[config.mk]
export PLATFORM = sky130hd
export DESIGN_NAME = uart_tx_feeder
export DESIGN_NICKNAME = d
export VERILOG_FILES = /design/src/rtl/uart_tx_feeder.sv
export SDC_FILE = /design/constraint.sdc
export NUM_CORES = 1
export LEC_CHECK = 0
export ABC_AREA = 1
export CAP_MARGIN = 10
export CORE_MARGIN = 2
export CORE_UTILIZATION = 40
export DETAILED_ROUTE_END_ITERATION = 8
export HOLD_SLACK_MARGIN = 0.03
export PLACE_DENSITY = 0.54
export SLEW_MARGIN = 20
export SYNTH_ARGS = -nofsm -noshare
export SYNTH_HDL_FRONTEND = slang
export SYNTH_SLANG_ARGS = --single-unit
[constraint.sdc]
create_clock -name clk -period 2.5 [get_ports clk]
set_clock_uncertainty 0.05 [all_clocks]
set_input_delay 0.375 -clock clk [delete_from_list [all_inputs] [get_ports clk]]
set_output_delay 0.375 -clock clk [all_outputs]
set_load 0.02 [all_outputs]
[src/rtl/uart_tx_feeder.sv]
// uart_tx_feeder: byte FIFO plus issue sequencer feeding a UART transmitter.
// Bytes are pushed at full clock rate and handed over one at a time through
// the sdata / tx_start / tx_busy handshake, never while the transmitter is busy.
module uart_tx_feeder #(
   parameter  int DEPTH        = 16,
   parameter  int BUSY_TIMEOUT = 8,
   localparam int ADDR_W       = $clog2(DEPTH)
) (
   input  logic              clk,
   input  logic              reset,
   input  logic [7:0]        wr_data,
   input  logic              wr_en,
   input  logic              flush,
   output logic              full,
   output logic              empty,
   output logic [ADDR_W:0]   count,
   output logic              overflow,
   output logic              idle,
   output logic [7:0]        sdata,
   output logic              tx_start,
   input  logic              tx_busy
);

   localparam int CNT_W = ADDR_W + 1;
   localparam int TMO_W = (BUSY_TIMEOUT > 1) ? $clog2(BUSY_TIMEOUT) : 1;
   localparam logic [CNT_W-1:0] CNT_FULL = CNT_W'(DEPTH);
   localparam logic [TMO_W-1:0] TMO_LAST = TMO_W'(BUSY_TIMEOUT - 1);

   typedef enum logic [1:0] {
      S_IDLE,
      S_ISSUE,
      S_WAIT_BUSY,
      S_WAIT_DONE
   } state_e;

   logic [7:0]        mem_q [DEPTH];
   logic [ADDR_W-1:0] rd_ptr_q, rd_ptr_d;
   logic [ADDR_W-1:0] wr_ptr_q, wr_ptr_d;
   logic [CNT_W-1:0]  count_q, count_d;
   logic              overflow_q, overflow_d;
   logic [7:0]        sdata_q, sdata_d;
   logic              tx_start_q, tx_start_d;
   logic [TMO_W-1:0]  tmo_q, tmo_d;
   state_e            state_q, state_d;

   logic do_write;
   logic do_pop;

   // Status flags come only from registered state, never from wr_en.
   assign full     = (count_q == CNT_FULL);
   assign empty    = (count_q == '0);
   assign idle     = empty && (state_q == S_IDLE);
   assign count    = count_q;
   assign overflow = overflow_q;
   assign sdata    = sdata_q;
   assign tx_start = tx_start_q;

   // A pop cannot free a slot for a write on the same edge while full.
   assign do_write = wr_en && !full && !flush;
   assign do_pop   = (state_q == S_IDLE) && !empty && !tx_busy && !flush;

   // Next-state logic for FIFO pointers, occupancy and the issue sequencer.
   always_comb begin
      // NOTE: every _d gets a default first so no path leaves it unassigned (no latch).
      rd_ptr_d   = rd_ptr_q;
      wr_ptr_d   = wr_ptr_q;
      count_d    = count_q;
      overflow_d = overflow_q;
      sdata_d    = sdata_q;
      tx_start_d = 1'b0;
      tmo_d      = tmo_q;
      state_d    = state_q;

      // A write dropped because of flush does not count as an overflow.
      if (wr_en && full && !flush) begin
         overflow_d = 1'b1;
      end

      if (flush) begin
         rd_ptr_d = wr_ptr_q;
         count_d  = '0;
      end else begin
         if (do_write) begin
            wr_ptr_d = wr_ptr_q + ADDR_W'(1);
         end
         if (do_pop) begin
            rd_ptr_d = rd_ptr_q + ADDR_W'(1);
         end
         if (do_write && !do_pop) begin
            count_d = count_q + CNT_W'(1);
         end else if (do_pop && !do_write) begin
            count_d = count_q - CNT_W'(1);
         end
      end

      unique case (state_q)
         S_IDLE: begin
            if (do_pop) begin
               sdata_d    = mem_q[rd_ptr_q];
               tx_start_d = 1'b1;
               tmo_d      = '0;
               state_d    = S_ISSUE;
            end
         end
         S_ISSUE: begin
            state_d = S_WAIT_BUSY;
         end
         S_WAIT_BUSY: begin
            // A transmitter that never acknowledges costs the byte, not the queue.
            if (tx_busy) begin
               state_d = S_WAIT_DONE;
            end else if (tmo_q == TMO_LAST) begin
               state_d = S_IDLE;
            end else begin
               tmo_d = tmo_q + TMO_W'(1);
            end
         end
         S_WAIT_DONE: begin
            if (!tx_busy) begin
               state_d = S_IDLE;
            end
         end
         default: begin
            state_d = S_IDLE;
         end
      endcase
   end

   // Control state registers; reset drops everything, queued bytes included.
   always_ff @(posedge clk or posedge reset) begin
      // NOTE: sequential state uses non-blocking assignments so all flops update together.
      if (reset) begin
         rd_ptr_q   <= '0;
         wr_ptr_q   <= '0;
         count_q    <= '0;
         overflow_q <= 1'b0;
         sdata_q    <= 8'h00;
         tx_start_q <= 1'b0;
         tmo_q      <= '0;
         state_q    <= S_IDLE;
      end else begin
         rd_ptr_q   <= rd_ptr_d;
         wr_ptr_q   <= wr_ptr_d;
         count_q    <= count_d;
         overflow_q <= overflow_d;
         sdata_q    <= sdata_d;
         tx_start_q <= tx_start_d;
         tmo_q      <= tmo_d;
         state_q    <= state_d;
      end
   end

   // Byte storage, written at the write pointer.
   always_ff @(posedge clk) begin
      // NOTE: the array is not reset; count and pointers decide which entries are valid.
      if (do_write) begin
         mem_q[wr_ptr_q] <= wr_data;
      end
   end

endmodule

==> metrics, run 1 <==
DRT Pass-1 Iters=5; kind of critical path=reg -> out; Iter 0 DRT Violations=349; final setup TNS=0 ps; max capacitance violation total=0; commonest non-fill, non-tap cells in the layout=nand2_1, edfxtp_1, nand3_1, nor2_1, inv_1; Detailed Place HPWL=10100 um; count of state elements after synthesis=156; Nets=725; TritonCTS clock tree=done; Fmax achieved=0.425 GHz; synthesized instance count=647; gpl congestion=0.824; CTS Root Buffer Type=clkbuf_16; CP required=2080 ps; net count after synthesis=671; Max VDD drop=0.000544 V; total grt overflow=0; gr usage total=0.184; CTS sink count=156; Vias/cell=4.90; commonest non-fill, non-tap cell in the layout=nand2_1; outcome=finished clean; wire per inst=16.8 um; CTS Buffer Depth=2; antenna cell count=0; global-route wire length before repair=24600 um; Port Buffer Count=30; Max-slew headroom=0.459; Residual DRC=0; Via Count=4573; power density of the placed cells=1140 nW/um2; Setup Fix Bufs, Post-CTS=0; layout cells sized above 1=0.106; die width=134 um; worst min path class=in -> async; core area=16600 um2; Synth Area per Inst=10.5 um2; IO Pins=31; largest net degree at the start of global routing=69; worst skew pair latency=420 ps; Die Y=134 um; distinct cell type count after synthesis=30; Arrival @ worst endpoint=1930 ps; vias in the first global route=4419; RSZ-0062 raised after global routing=no; final period utilization=0.942; Pleak=3.38 nW; Fin. Hold Viols=0; hold_buf cts=0; initial antenna violation count=0; fin crit period=2360 ps; Critical Path Sink Type=primary output; R2R depth=13; final setup vio count=0; Post-Route WL=15700 um; Startpoint Class=flip-flop; # rows=47; FF-to-FF Start=count[0]; Worst Path Max Fanout=6; Worst Setup SP=count[0]; Initial Util=0.410; Worst-Margin Slew=808 ps; register area share after synthesis=0.668; die area=18100 um2; Synth Cell Area=6800 um2; Slew Viols, Final=0; Ys Warns=0; H-Tree Depth=4; Area Growth Syn to Fin=19.3%; final core occ=0.489; Reg clk slew, reported paths=60 ps; Final ANT Viol Nets=0; CTS buffer count=17
what timing repair did:
item	4_1_cts	5_1_grt
endpoints found under the hold margin	0	0
setup endpoints to repair	0	1
gates resized for setup	0	1
metrics by stage:
step	cells	hold WS [ps]	cell area (um2)	setup WS, ps	total power [mW]
6_report	934	287	8120	145	9.29
5_1_grt	934	320	8120	47.2	9.86
4_1_cts	934	284	8110	58.7	9.37
3_5_place_dp	902	399	7470	75.6	6.56
3_3_place_gp	902	396	7470	136	6.51
2_1_floorplan	647	390	6800	437	5.53
cell type report:
cell class                      instances  area, um2
Clock buffer                           17        425
Clock inverter                         15        221
Fill cell                            1515       8470
Inverter                               42        163
Multi-Input combinational cell        423       1920
Sequential cell                       156       4550
Tap cell                              220        275
Timing Repair Buffer                   61        561
synth_stat cells:
| cell type | count | share of area |
|---|---|---|
| nand2_1 | 243 | 0.13 |
| buf_4 | 5 | 0.0055 |
| a21o_1 | 1 | 0.0011 |
| a31oi_1 | 1 | 0.00092 |
| a21oi_1 | 3 | 0.0022 |
| dfrtp_1 | 28 | 0.10 |
| buf_6 | 5 | 0.0083 |
| o221ai_1 | 4 | 0.0051 |
| ha_1 | 10 | 0.018 |
| o21ai_0 | 19 | 0.014 |
| xor2_1 | 4 | 0.0051 |
| nor3_1 | 2 | 0.0015 |
| nand2_2 | 2 | 0.0018 |
| nand2_4 | 2 | 0.0033 |
| buf_2 | 14 | 0.010 |
| clkbuf_2 | 1 | 0.00073 |
| nor2_1 | 52 | 0.029 |
| inv_4 | 2 | 0.0018 |
| nor2_2 | 3 | 0.0028 |
| inv_1 | 36 | 0.020 |
| edfxtp_1 | 128 | 0.56 |
| clkinv_1 | 1 | 0.00055 |
| o21ai_1 | 3 | 0.0022 |
| inv_2 | 3 | 0.0017 |
| xnor2_1 | 3 | 0.0039 |
| nand3_1 | 67 | 0.049 |
| nand3_4 | 1 | 0.0026 |
| buf_1 | 1 | 0.00055 |
| nand3_2 | 2 | 0.0029 |
| fa_1 | 1 | 0.0029 |
final timing paths:
check	end	slack [ps]
max in group asynchronous	rd_ptr_q[0]	1820
hold reg to reg	overflow	410
setup / recovery	empty	140
setup reg to reg	count[4]	340
min in group clk	overflow	410
hold / removal	overflow	290
metal layers:
metal  part of all wire  vias to the layer above  track usage  wire (um)
li1                   -                     2259            -          -
met1               0.46                     2178        0.255       7230
met5                  0                        -            0          0
met2               0.47                      120        0.281       7390
met3              0.054                       16       0.0450        842
met4              0.015                        0       0.0684        240
worst max-delay path, cell delays in order (launching register included):
cell and delay (ps):
dfrtp_1 460, nor2_2 190, nand3_2 170, inv_1 90
clkdlybuf4s50_1 600
flip-flops by register name (all words and copies together) (netlist names), 2 cells and up:
register and flops:
sdata 8, tmo_q 3, wr_ptr_q 4, state_q 2, count 5, mem_q 128, rd_ptr_q 4
power by group:
part           switching (mW)  internal, mW  total [mW]
registers               0.229          3.12        3.35
logic                    2.08          1.07        3.15
clock network            1.02          1.77        2.79
total                    3.33          5.96        9.29
cell families (layout without fill, tap and decap cells):
group,after synthesis,after routing,share of synthesized area
fa+ha+maj,11,11,0.0213
xor+xnor,7,7,0.00901
simple gates,374,374,0.227
flops,156,156,0.668
buf+inv,68,135,0.0493
compound gates,31,31,0.0256
Power figures use the tool's default switching activity.
==> run 2: changes to the inputs <==
Settings changed: CAP_MARGIN 10 to 0.
==> results of run 2 <==
Final layout, timing and power as in run 1 (identical DEF).
==> run 3: changes to the inputs <==
Clock period 2.5 ns to 2.44 ns, I/O delays scaled along.
==> metrics, run 3 (synthesis gave the netlist of run 1 again) <==
Worst Path Max Fanout=6 (unchanged); switching power=3.46 mW (+4.1%); CP top delay family=buffers and inverters; Post-Route WL=15900 um (+1.1%); # rows=47 (unchanged); outcome=finished clean; placed cells=905 (+0.33%); antenna cell count=0 (unchanged); CTS Buffer Depth=2 (unchanged); H-Tree Depth=4 (unchanged); Fmax achieved=0.426 GHz; Clk network pwr share=0.276 (-0.024); Initial Util=0.410 (unchanged); Buf+Inv Stages, Crit Path=2 (unchanged); critical path's slowest cell=clkdlybuf4s50_1; fin crit period=2340 ps; worst skew pair latency=420 ps (about the same); Reg power frac=0.374 (+0.014); Setup Fix Bufs, Post-CTS=0 (unchanged); fill count=1531 (+1.1%); commonest non-fill, non-tap cells in the layout=nand2_1, edfxtp_1, nand3_1, nor2_1, inv_1; vias in the first global route=4359 (-1.4%); DRT Pass-1 Iters=5 (unchanged); FF-to-FF Start=count[0]; final period utilization=0.961; gr usage total=0.185 (+0.00182); Port Buffer Count=30 (unchanged); crit-path cells=nor2_2 -> nand3_2 -> inv_1 -> clkdlybuf4s50_1; CTS buffer count=17 (unchanged); r2r setup slk=300 ps (-40 ps); hold_buf cts=0 (unchanged); Worst-Margin Slew=756 ps (-52.0 ps); Non-Filler Instances=937 (+0.32%); worst min path class=in -> async; Area Growth Syn to Fin=18.2%; Comb pwr share=0.350 (+0.011); die width=134 um (unchanged); Nets=728 (+0.41%); wire per inst=16.9 um (+0.73%); RSZ-0062 raised after global routing=no; CP max stage delay=610 ps (about the same); Final ANT Viol Nets=0 (unchanged); largest net degree at the start of global routing=69 (unchanged); max capacitance violation total=0 (unchanged); PostCTS Resize Cnt=0 (unchanged); CP required=2020 ps (-60 ps); die area=18100 um2 (unchanged); Reg clk slew, reported paths=60 ps (about the same); max reg flops=128 (unchanged); CTS sink count=156 (unchanged); Fin. Hold Viols=0 (unchanged); power density of the placed cells=1140 nW/um2 (-0.38%); R2R depth=13 (unchanged); Startpoint Class=flip-flop; final core occ=0.485 (-0.00423); final setup TNS=0 ps (unchanged); final setup vio count=0 (unchanged); initial antenna violation count=0 (unchanged); Vias/cell=4.89 (-0.21%); Critical Path Sink Type=primary output; Max VDD drop=0.000622 V (+14%); gpl congestion=0.832 (+0.95%); total grt overflow=0 (unchanged); Hold Slack=143 ps (-144 ps); core area=16600 um2 (unchanged); largest reg by FF count=mem_q; TritonCTS clock tree=done; Die Y=134 um (unchanged); CTS Root Buffer Type=clkbuf_16; Internal Power=5.71 mW (-4.2%); kind of critical path=reg -> out; Residual DRC=0 (unchanged); Arrival @ worst endpoint=1930 ps (about the same); global-route wire length before repair=24900 um (+1.1%); Detailed Place HPWL=10500 um (+3.2%); commonest non-fill, non-tap cell in the layout=nand2_1; RR Endpoint=count[4]; Slew Viols, Final=0 (unchanged); Iter 0 DRT Violations=309 (-11%); Via Count=4578 (+0.11%); Pleak=3.36 nW (-0.33%); Max-slew headroom=0.494 (+0.0348); switch share=0.378 (+0.0192); IO Pins=31 (unchanged); layout cells sized above 1=0.114 (+0.00792)
[run 3: how the worst max path moves through the flow]
stage             start       end  slack [ps]  cells after the start
3_3_place_gp      wr_en  count[4]          80                     15
4_1_cts        count[0]      idle          20                      4
2_1_floorplan  count[0]  count[4]         380                     13
5_1_grt        count[0]      full           6                      4
3_5_place_dp      flush  count[4]          30                     14
6_report       count[0]      full         100                      4
[run 3: power groups by stage]
| stage | sequential [mW] | combinational, mW | clock, mW |
|---|---|---|---|
| finish | 3.43 | 3.21 | 2.53 |
| global placement | 3.48 | 3.18 | 0 |
| CTS | 3.43 | 3.24 | 2.57 |
| floorplan | 3.52 | 2.15 | 0 |
| detailed placement | 3.49 | 3.23 | 0 |
| global route | 3.46 | 3.60 | 2.70 |
[run 3: worst reg2reg max path: cells and delay by family (launching register included)]
kind	cells	cell delay [ps]
AND/OR/NAND/NOR	10	940
flip-flops	1	460
buffers and inverters	1	40
adder cells (fa/ha/maj)	1	340
AO/OA/AOI/OAI	1	200
[run 3: per-layer routing]
metal	GRT usage	vias to the layer above	wire length, um
met3	0.0397	19	759
met4	0.0561	0	209
met2	0.282	101	7300
met1	0.268	2202	7590
li1	-	2256	-
met5	0	-	0
[run 3: final cells by class]
| cell class | instances | area [um2] | share of cell area |
|---|---|---|---|
| sequential | 156 | 4550 | 0.565 |
| multi-input combinational | 423 | 1920 | 0.239 |
| timing repair buffer | 64 | 573 | 0.0712 |
| clock buffer | 17 | 425 | 0.0529 |
| tap | 220 | 275 | 0.0342 |
| inverter | 42 | 163 | 0.0202 |
| clock inverter | 15 | 139 | 0.0173 |
[run 3: through the flow]
stage | worst slack, ps | area, um2 | power (mW)
floorplan | 377 | 6800 | 5.67
global placement | 85.0 | 7480 | 6.65
finish | 95.1 | 8050 | 9.17
global route | 6.07 | 8050 | 9.76
detailed placement | 30.0 | 7480 | 6.72
CTS | 19.6 | 8040 | 9.24
